==> src/rtl/pipeline_frame_ctrl_pkg.sv <==
// rtl/pipeline_frame_ctrl_pkg.sv - shared types and defaults for the frame controller
//
// Purpose : mode and state encodings, default image geometry and drain
//           timeout, plus a helper that says whether a mode runs Sobel.
// Ports   : none (package).

package pipeline_frame_ctrl_pkg;

  localparam int DEF_IMG_WIDTH     = 8;
  localparam int DEF_IMG_HEIGHT    = 8;
  localparam int DEF_DRAIN_TIMEOUT = 64;

  // Datapath select encoding; bypass is the reset value.
  typedef enum logic [1:0] {
    MODE_FULL   = 2'b00,
    MODE_SOBEL  = 2'b01,
    MODE_GRAY   = 2'b10,
    MODE_BYPASS = 2'b11
  } mode_e;

  typedef enum logic [2:0] {
    ST_IDLE   = 3'd0,
    ST_START  = 3'd1,
    ST_STREAM = 3'd2,
    ST_DRAIN  = 3'd3,
    ST_DONE   = 3'd4
  } state_e;

  // Sobel modes lose the one-pixel border, so they need a start pulse and
  // produce a smaller output frame.
  function automatic logic mode_uses_sobel(input mode_e m);
    return (m == MODE_FULL) || (m == MODE_SOBEL);
  endfunction

endpackage

==> src/rtl/pipeline_frame_ctrl.sv <==
// rtl/pipeline_frame_ctrl.sv - frame sequencing FSM for the image pipeline
//
// Purpose : latches a requested mode, starts a frame, forwards source pixel
//           strobes into the datapath, counts returned pixels and signals
//           frame completion or a drain timeout.
// Ports   : clk_i, nreset_i     clock, asynchronous active-low reset
//           cfg_mode_i/cfg_wr_i pending-mode write
//           frame_start_i       frame request (honoured only in IDLE)
//           src_px_rdy_i        source pixel strobe
//           pipe_px_rdy_i       output pixel strobe from the datapath
//           select_o            active mode to the datapath
//           start_sobel_o       one-cycle Sobel start pulse
//           pipe_px_rdy_o       gated source strobe (STREAM only)
//           busy_o              frame in progress
//           frame_done_o        one-cycle completion pulse
//           timeout_o           sticky drain-timeout flag

module pipeline_frame_ctrl
  import pipeline_frame_ctrl_pkg::*;
#(
  parameter int IMG_WIDTH     = DEF_IMG_WIDTH,
  parameter int IMG_HEIGHT    = DEF_IMG_HEIGHT,
  parameter int DRAIN_TIMEOUT = DEF_DRAIN_TIMEOUT
) (
  input  logic       clk_i,
  input  logic       nreset_i,
  input  logic [1:0] cfg_mode_i,
  input  logic       cfg_wr_i,
  input  logic       frame_start_i,
  input  logic       src_px_rdy_i,
  input  logic       pipe_px_rdy_i,
  output logic [1:0] select_o,
  output logic       start_sobel_o,
  output logic       pipe_px_rdy_o,
  output logic       busy_o,
  output logic       frame_done_o,
  output logic       timeout_o
);

  localparam int TOTAL_PX = IMG_WIDTH * IMG_HEIGHT;
  localparam int EDGE_PX  = (IMG_WIDTH - 2) * (IMG_HEIGHT - 2);
  localparam int CNT_W    = $clog2(TOTAL_PX + 1);
  localparam int IDLE_W   = $clog2(DRAIN_TIMEOUT + 1);

  localparam logic [CNT_W-1:0]  CNT_MAX    = '1;
  localparam logic [CNT_W-1:0]  CNT_ONE    = CNT_W'(1);
  localparam logic [CNT_W-1:0]  TOTAL_C    = CNT_W'(TOTAL_PX);
  localparam logic [CNT_W-1:0]  TOTAL_M1_C = CNT_W'(TOTAL_PX - 1);
  localparam logic [CNT_W-1:0]  EDGE_C     = CNT_W'(EDGE_PX);
  localparam logic [IDLE_W-1:0] IDLE_ONE   = IDLE_W'(1);
  localparam logic [IDLE_W-1:0] TIMEOUT_C  = IDLE_W'(DRAIN_TIMEOUT);

  state_e             state_q;
  mode_e              pending_q;
  mode_e              select_q;
  logic               start_sobel_q;
  logic               busy_q;
  logic               frame_done_q;
  logic               timeout_q;
  logic [CNT_W-1:0]   in_cnt_q;
  logic [CNT_W-1:0]   out_cnt_q;
  logic [IDLE_W-1:0]  idle_cnt_q;

  mode_e              start_mode;
  logic               in_strobe;
  logic               in_last;
  logic               out_strobe;
  logic               out_reached;
  logic [CNT_W-1:0]   out_cnt_nxt;
  logic [CNT_W-1:0]   exp_cnt;
  logic [IDLE_W-1:0]  idle_cnt_nxt;

  // A write in the same cycle as the start request must win over the
  // previously pending mode.
  assign start_mode = cfg_wr_i ? mode_e'(cfg_mode_i) : pending_q;

  // The only combinational output: source strobes pass straight through
  // while streaming and are dropped everywhere else.
  assign in_strobe     = (state_q == ST_STREAM) && src_px_rdy_i;
  assign pipe_px_rdy_o = in_strobe;
  assign in_last       = in_strobe && (in_cnt_q == TOTAL_M1_C);

  assign out_strobe  = pipe_px_rdy_i && ((state_q == ST_STREAM) || (state_q == ST_DRAIN));
  assign out_cnt_nxt = (out_strobe && (out_cnt_q != CNT_MAX)) ? out_cnt_q + CNT_ONE : out_cnt_q;
  assign exp_cnt     = mode_uses_sobel(select_q) ? EDGE_C : TOTAL_C;
  // Compared against the post-increment count so a strobe arriving in the
  // completing cycle is seen without an extra cycle of latency.
  assign out_reached = (out_cnt_nxt >= exp_cnt);

  // Idle counter saturates at the timeout value rather than wrapping.
  assign idle_cnt_nxt = pipe_px_rdy_i            ? '0 :
                        (idle_cnt_q != TIMEOUT_C) ? idle_cnt_q + IDLE_ONE : idle_cnt_q;

  assign select_o      = select_q;
  assign start_sobel_o = start_sobel_q;
  assign busy_o        = busy_q;
  assign frame_done_o  = frame_done_q;
  assign timeout_o     = timeout_q;

  always_ff @(posedge clk_i or negedge nreset_i) begin
    if (!nreset_i) begin
      state_q       <= ST_IDLE;
      pending_q     <= MODE_BYPASS;
      select_q      <= MODE_BYPASS;
      start_sobel_q <= 1'b0;
      busy_q        <= 1'b0;
      frame_done_q  <= 1'b0;
      timeout_q     <= 1'b0;
      in_cnt_q      <= '0;
      out_cnt_q     <= '0;
      idle_cnt_q    <= '0;
    end else begin
      start_sobel_q <= 1'b0;
      frame_done_q  <= 1'b0;

      if (cfg_wr_i) begin
        pending_q <= mode_e'(cfg_mode_i);
      end

      case (state_q)
        ST_IDLE: begin
          if (frame_start_i) begin
            select_q      <= start_mode;
            start_sobel_q <= mode_uses_sobel(start_mode);
            timeout_q     <= 1'b0;
            busy_q        <= 1'b1;
            state_q       <= ST_START;
          end
        end

        ST_START: begin
          state_q <= ST_STREAM;
        end

        ST_STREAM: begin
          out_cnt_q <= out_cnt_nxt;
          if (in_strobe && (in_cnt_q != TOTAL_C)) begin
            in_cnt_q <= in_cnt_q + CNT_ONE;
          end
          // Output may already be complete when the last input arrives;
          // in that case there is nothing left to drain.
          if (in_last) begin
            if (out_reached) begin
              frame_done_q <= 1'b1;
              state_q      <= ST_DONE;
            end else begin
              state_q <= ST_DRAIN;
            end
          end
        end

        ST_DRAIN: begin
          out_cnt_q  <= out_cnt_nxt;
          idle_cnt_q <= idle_cnt_nxt;
          if (out_reached) begin
            frame_done_q <= 1'b1;
            state_q      <= ST_DONE;
          end else if (idle_cnt_nxt == TIMEOUT_C) begin
            timeout_q    <= 1'b1;
            frame_done_q <= 1'b1;
            state_q      <= ST_DONE;
          end
        end

        ST_DONE: begin
          in_cnt_q   <= '0;
          out_cnt_q  <= '0;
          idle_cnt_q <= '0;
          busy_q     <= 1'b0;
          state_q    <= ST_IDLE;
        end

        default: begin
          state_q <= ST_IDLE;
          busy_q  <= 1'b0;
        end
      endcase
    end
  end

endmodule

==> config.mk <==
export PLATFORM = sky130hd
export DESIGN_NAME = pipeline_frame_ctrl
export DESIGN_NICKNAME = d
export VERILOG_FILES = /design/src/rtl/pipeline_frame_ctrl_pkg.sv /design/src/rtl/pipeline_frame_ctrl.sv
export SDC_FILE = /design/constraint.sdc
export NUM_CORES = 1
export LEC_CHECK = 0
export ABC_CLOCK_PERIOD_IN_PS = 3550
export CORE_MARGIN = 2
export CORE_UTILIZATION = 60
export CTS_BUF_LIST = sky130_fd_sc_hd__clkbuf_4
export DETAILED_ROUTE_END_ITERATION = 10
export PLACE_DENSITY = 0.82
export SYNTH_ARGS = -nofsm -noshare
export SYNTH_HDL_FRONTEND = slang
export SYNTH_SLANG_ARGS = --single-unit
==> constraint.sdc <==
create_clock -name clk_i -period 3.55 [get_ports clk_i]
set_input_delay 0.8875 -clock clk_i [delete_from_list [all_inputs] [get_ports clk_i]]
set_output_delay 0.8875 -clock clk_i [all_outputs]
set_load 0.005 [all_outputs]
==> Word level (Yosys, flattened, before mapping) <==
Cells that the tools add are included.
{ "totals": {"register_bits": 32, "input_bits": 8, "output_inout_bits": 7, "word_cells": 82} }
{ "op_classes": {"n_addsub": 3, "order_cmp": 1, "n_eq_ne": 17, "n_mux": 28, "bitwise_logic": 1, "reduce_logical": 22} }
{ "ops": {"columns": ["operator", "count"], "rows": [
  ["case mux 7 bit (2 select lines)", 3],
  ["2-to-1 mux 7 bit", 5],
  ["adder 7 x 1 -> 7 bit, second input constant", 3],
  ["inequality test 7 bit, second input constant", 3],
  ["2-to-1 mux 3 bit", 5],
  ["case mux 3 bit (4 select lines)", 1],
  ["2-to-1 mux 1 bit", 10],
  ["nonzero test 2 bit", 4],
  ["equality test 7 x 6 -> 1 bit, second input constant", 1],
  ["equality test 7 bit, second input constant", 1],
  ["greater-or-equal comparator 7 bit", 1],
  ["equality test 3 x 2 -> 1 bit, second input constant", 2],
  ["inequality test 2 bit, second input constant", 3],
  ["case mux 1 bit (2 select lines)", 3],
  ["AND reduction 2 bit", 3],
  ["logical AND 1 bit", 5],
  ["equality test 2 x 1 -> 1 bit, second input constant", 2],
  ["zero test 2 bit", 2],
  ["inequality test 2 x 1 -> 1 bit, second input constant", 2],
  ["AND reduction 4 bit", 1],
  ["equality test 3 x 1 -> 1 bit, second input constant", 1],
  ["equality test 3 bit, second input constant", 1],
  ["zero test 3 bit", 1],
  ["logical OR 1 bit", 3],
  ["other kinds (6)", 6]
]} }

==> Logic depth before layout (Yosys ltp) <==
{ "depth": {"depth_word": 9, "mapped_depth": 12, "depth_no_buf": 12} }

==> Least setup slack after synthesis <==
Ideal clock, no wire load.
{ "synth_timing": {"path_kind": "input -> register", "startpoint": "input pipe_px_rdy_i", "endpoint": "register timeout_q (netlist: timeout_o)", "setup_time_ns": 0.118, "arrival_time_ns": 2.861, "t_required_ns": 3.432, "path_slack_ns": 0.571, "cell_stages": 11, "n_path_buf": 0, "path_cell_list": "and3b_1 > nand4_1 > nor2_1 > mux2_2 > ha_1 > nand3_1 > nor3b_1 > mux2i_1 > a31oi_1 > nor4_1 > a21o_1"} }
{ "synth_via": {"elab_chain_len": 6, "elab_cells_between_ends": 9, "cone_classes": "order compare (1); eq/ne (3); mux (2); reduce/logical (3)"} }
{ "synth_rtl": {"columns": ["element", "line_no", "text"], "rows": [
  ["start, declared", "pipeline_frame_ctrl.sv:31", "input logic pipe_px_rdy_i,"],
  ["logical AND 1 bit", "pipeline_frame_ctrl.sv:83", "assign out_strobe = pipe_px_rdy_i && ((state_q == ST_STREAM) || (state_q == ST_DRAIN));"],
  ["logical AND 1 bit", "pipeline_frame_ctrl.sv:84", "assign out_cnt_nxt = (out_strobe && (out_cnt_q != CNT_MAX)) ? out_cnt_q + CNT_ONE : out_cnt_q;"],
  ["2-to-1 mux 7 bit", "pipeline_frame_ctrl.sv:84", null],
  ["greater-or-equal comparator 7 bit", "pipeline_frame_ctrl.sv:88", "assign out_reached = (out_cnt_nxt >= exp_cnt);"],
  ["inequality test 2 bit (no line)", null, null],
  ["AND reduction 4 bit (no line) (*)", null, null],
  ["end signal, assigned", "pipeline_frame_ctrl.sv:108", "timeout_q <= 1'b0;"],
  ["end signal, assigned", "pipeline_frame_ctrl.sv:125", "timeout_q <= 1'b0;"],
  ["end signal, assigned", "pipeline_frame_ctrl.sv:159", "timeout_q <= 1'b1;"],
  ["end, declared", "pipeline_frame_ctrl.sv:59", "logic timeout_q;"]
]} }
Mark *: on every way between the ends. The rest lies on a longest branch, timed or not.
A chain may end at the register's enable or synchronous reset.

==> Final worst setup path <==
Same ends and word-level chain as after synthesis.

==> impl_results.md <==
- Status: completed
- CP Launch Type: primary input
- CP max-delay cell: clkdlybuf4s50_1
- Die Width: 59.7 µm
- Synth async-reset ratio: between 90% and 100%
- Number of flops mapped to enable cells by yosys: 0
- Via-to-Cell Ratio: between 6 and 7
- Largest net degree at the start of global routing: 33
- Worst-path cell chain: clkdlybuf4s50_1, and3b_1, nand4_1, nor2_1, mux2_2, ha_1, nand3_1, nor3_1, mux2i_2, a31oi_2, nor4_1, a21o_1
- Starting density of the core: ~62%
- YS warnings: 0
- Full die area: 3560 µm²
- Req. time, crit path: roughly 3900 ps
- Hold endpoint: timeout_o
- Core Box Area: ~3000 µm²
- Period utilization: a little over nine tenths
- Crit Path Class: primary input to flop
- RR Endpoint: timeout_o
- Leak Pwr: 0.939 nW
- Average wire per standard cell: roughly 17 µm
- DRT antenna net count: 0
- MaxCap Viol Count: 0
- Commonest non-fill, non-tap cell in the layout: dfrtp_1
- Worst Path Max Fanout: 5
- Die height: 59.7 µm
- Ant. Diodes: 0
- Final hold vios: 0
- Post-DP HPWL: 2820 µm
- Dominant synthesized flop cell: dfrtp_1
- Final design utilization: slightly above 70%
- H-tree depth: 2
- Routability cong.: 0.952
- Routed wire length: around 4200 µm
- Via count: between 1500 and 2000
- Synth Instances: 190
- Slew Limit Fails: 0
- Synth Register Bits: 32
- Relative slew slack: approximately three fifths
- Final setup viols: 0
- Synth top area cells: dfrtp_1 (38%), dfstp_2 (5.7%), ha_1 (5.4%)
- Clock Skew: slightly below 8 ps
- Power Dens Cells: ~700 nW/µm²
- CP Data Arrival Time: between 3000 and 4000 ps
- Final net count: between 200 and 250
- CTS Buffer Depth: 2
- GR Util All Layers: between 20% and 30%
- GR Overflow Total: 0
- Highest Clock Rate: around 300 MHz
- Sequential element share of the synthesized area: 43.4%
- First-pass GRT wire length: about 7000 µm
- TritonCTS Sinks: 32
- Slowest cell delay on critical path: ~570 ps
- Row count: 20
- IO buf count: 14
- Post-Syn Area: around 1900 µm²
- Vias in the first global route: between 1500 and 2000
- Worst slew pin tran: 581 ps
- DRC: 0
- Post-synth top area share: ~38%
- Initial antenna violation count: 0
- Syn Nets: just over 200
- R2R setup slack: roughly 540 ps
- Syn-to-layout area delta: 17.0%
- HP Class: flop to flop
- HP Start: timeout_o
- CTS buffer count: 5
- Reg2reg path depth: 12
- Worst Setup End Kind: flop
- Worst-Skew Late Latency: 350 ps
- Reg2reg start: out_cnt_q[0]
- Max VDD drop: 0.367 mV
- Yosys cell types: 51
- CTS Root Cell: clkbuf_4
- Avg Cell Area, Syn: 9.78 µm²
- First-pass iteration count of the detailed router: 5
- CTS tree: yes
- Setup TNS: 0 ps
- Yosys top cell by area: dfrtp_1
- Fin crit period: between 3000 and 4000 ps
- Layout cell share with drive strength beyond 1: ~16%
- WHS Path Cells: 1
- Commonest cells after routing, fill and taps aside: dfrtp_1 (28), nand2_1 (16), nor2_1 (16), o21ai_0 (14), clkdlybuf4s50_1 (14)
- 1st-iter DRT viols: ~100
- Worst-path clk slew: ~100 ps
- Top Ports: 15
routing by layer:
| layer | vias up | share of wire, % | GRT usage (%) |
|---|---|---|---|
| met3 | 16 | 5.4 | 5.41 |
| li1 | 755 | - | - |
| met2 | 61 | 49 | 41.9 |
| met4 | 0 | 3.0 | 16.8 |
| met1 | 777 | 42 | 31.2 |
| met5 | - | 0 | 0 |
worst max-delay path: cells and delay by family:
kind            cells  cell delay (ps)
buf+inv             1              570
mux                 2              610
fa+ha+maj           1              290
simple gates        6             1010
compound gates      2              300
worst max-delay path by stage:
stage	slack [ps]	to	depth (start not counted)	start
2_1_floorplan	570	timeout_o	11	pipe_px_rdy_i
3_3_place_gp	6	frame_done_o	12	pipe_px_rdy_i
3_5_place_dp	-100	frame_done_o	12	pipe_px_rdy_i
4_1_cts	170	frame_done_o	12	pipe_px_rdy_i
5_1_grt	-30	frame_done_o	12	pipe_px_rdy_i
6_report	180	timeout_o	12	pipe_px_rdy_i
synthesized netlist by cell type, drive strengths merged, types with 2 or more instances:
library cell	count
nand4	6
nor4	3
dfrtp	28
a21oi	9
mux2	5
a31oi	2
ha	8
nand3b	2
o31a	3
nor2	16
dfstp	4
o2bb2ai	2
and3	3
and2	4
a311oi	2
xor2	5
mux2i	2
o22ai	2
nor3b	2
xnor2	2
a2bb2oi	2
o21ai	14
inv	9
or3	2
clkbuf	3
nor2b	2
nor3	2
nand2	16
nand3	12
a22o	2
through the flow:
stage	hold WS, ps	setup WS, ps	instances	power (mW)	cell area (µm²)
2_1_floorplan	474	571	190	1.03	1860
3_3_place_gp	485	5.83	240	1.21	2080
3_5_place_dp	480	-96.9	240	1.25	2080
6_report	510	182	249	1.56	2170
4_1_cts	504	171	248	1.54	2150
5_1_grt	539	-31.6	249	1.67	2170
power breakdown:
group / internal (mW) / switching (mW)
sequential: 0.482 / 0.153
clock: 0.144 / 0.133
combinational: 0.316 / 0.337
total: 0.942 / 0.622
sequential cells by signal, indices dropped and copies added, names as in the netlist:
| register | flops |
|---|---|
| frame_done_o | 1 |
| busy_o | 1 |
| out_cnt_q | 7 |
| timeout_o | 1 |
| select_o | 2 |
| pending_q | 2 |
| idle_cnt_q | 7 |
| state_q | 3 |
| in_cnt_q | 7 |
| start_sobel_o | 1 |
cell families after synthesis:
family                     Yosys count  share of synthesized area [%]
AOI/OAI and AO/OA                   49                           18.9
xor gates and xnor gates             7                           3.30
adders and majority gates            8                           5.39
buffers and inverters               13                           2.69
DFF                                 32                           43.4
muxes                                7                           4.11
and+or+nand+nor                     74                           22.3
area by class of cell:
type | instances | area, µm²
Clock buffer | 5 | 37.5
Clock inverter | 3 | 37.5
Inverter | 9 | 33.8
Fill cell | 219 | 830
Tap cell | 33 | 41.3
Timing Repair Buffer | 22 | 200
Multi-Input combinational cell | 145 | 1020
Sequential cell | 32 | 806
repair_timing:
| item | CTS | global route |
|---|---|---|
| gates resized for setup | 0 | 3 |
| hold buffers | 0 | 0 |
| buffers inserted | 0 | 1 |
| endpoints found under the setup margin | 0 | 5 |
| hold endpoints to repair | 0 | 0 |
No activity file was read; power rests on OpenSTA's default activity.
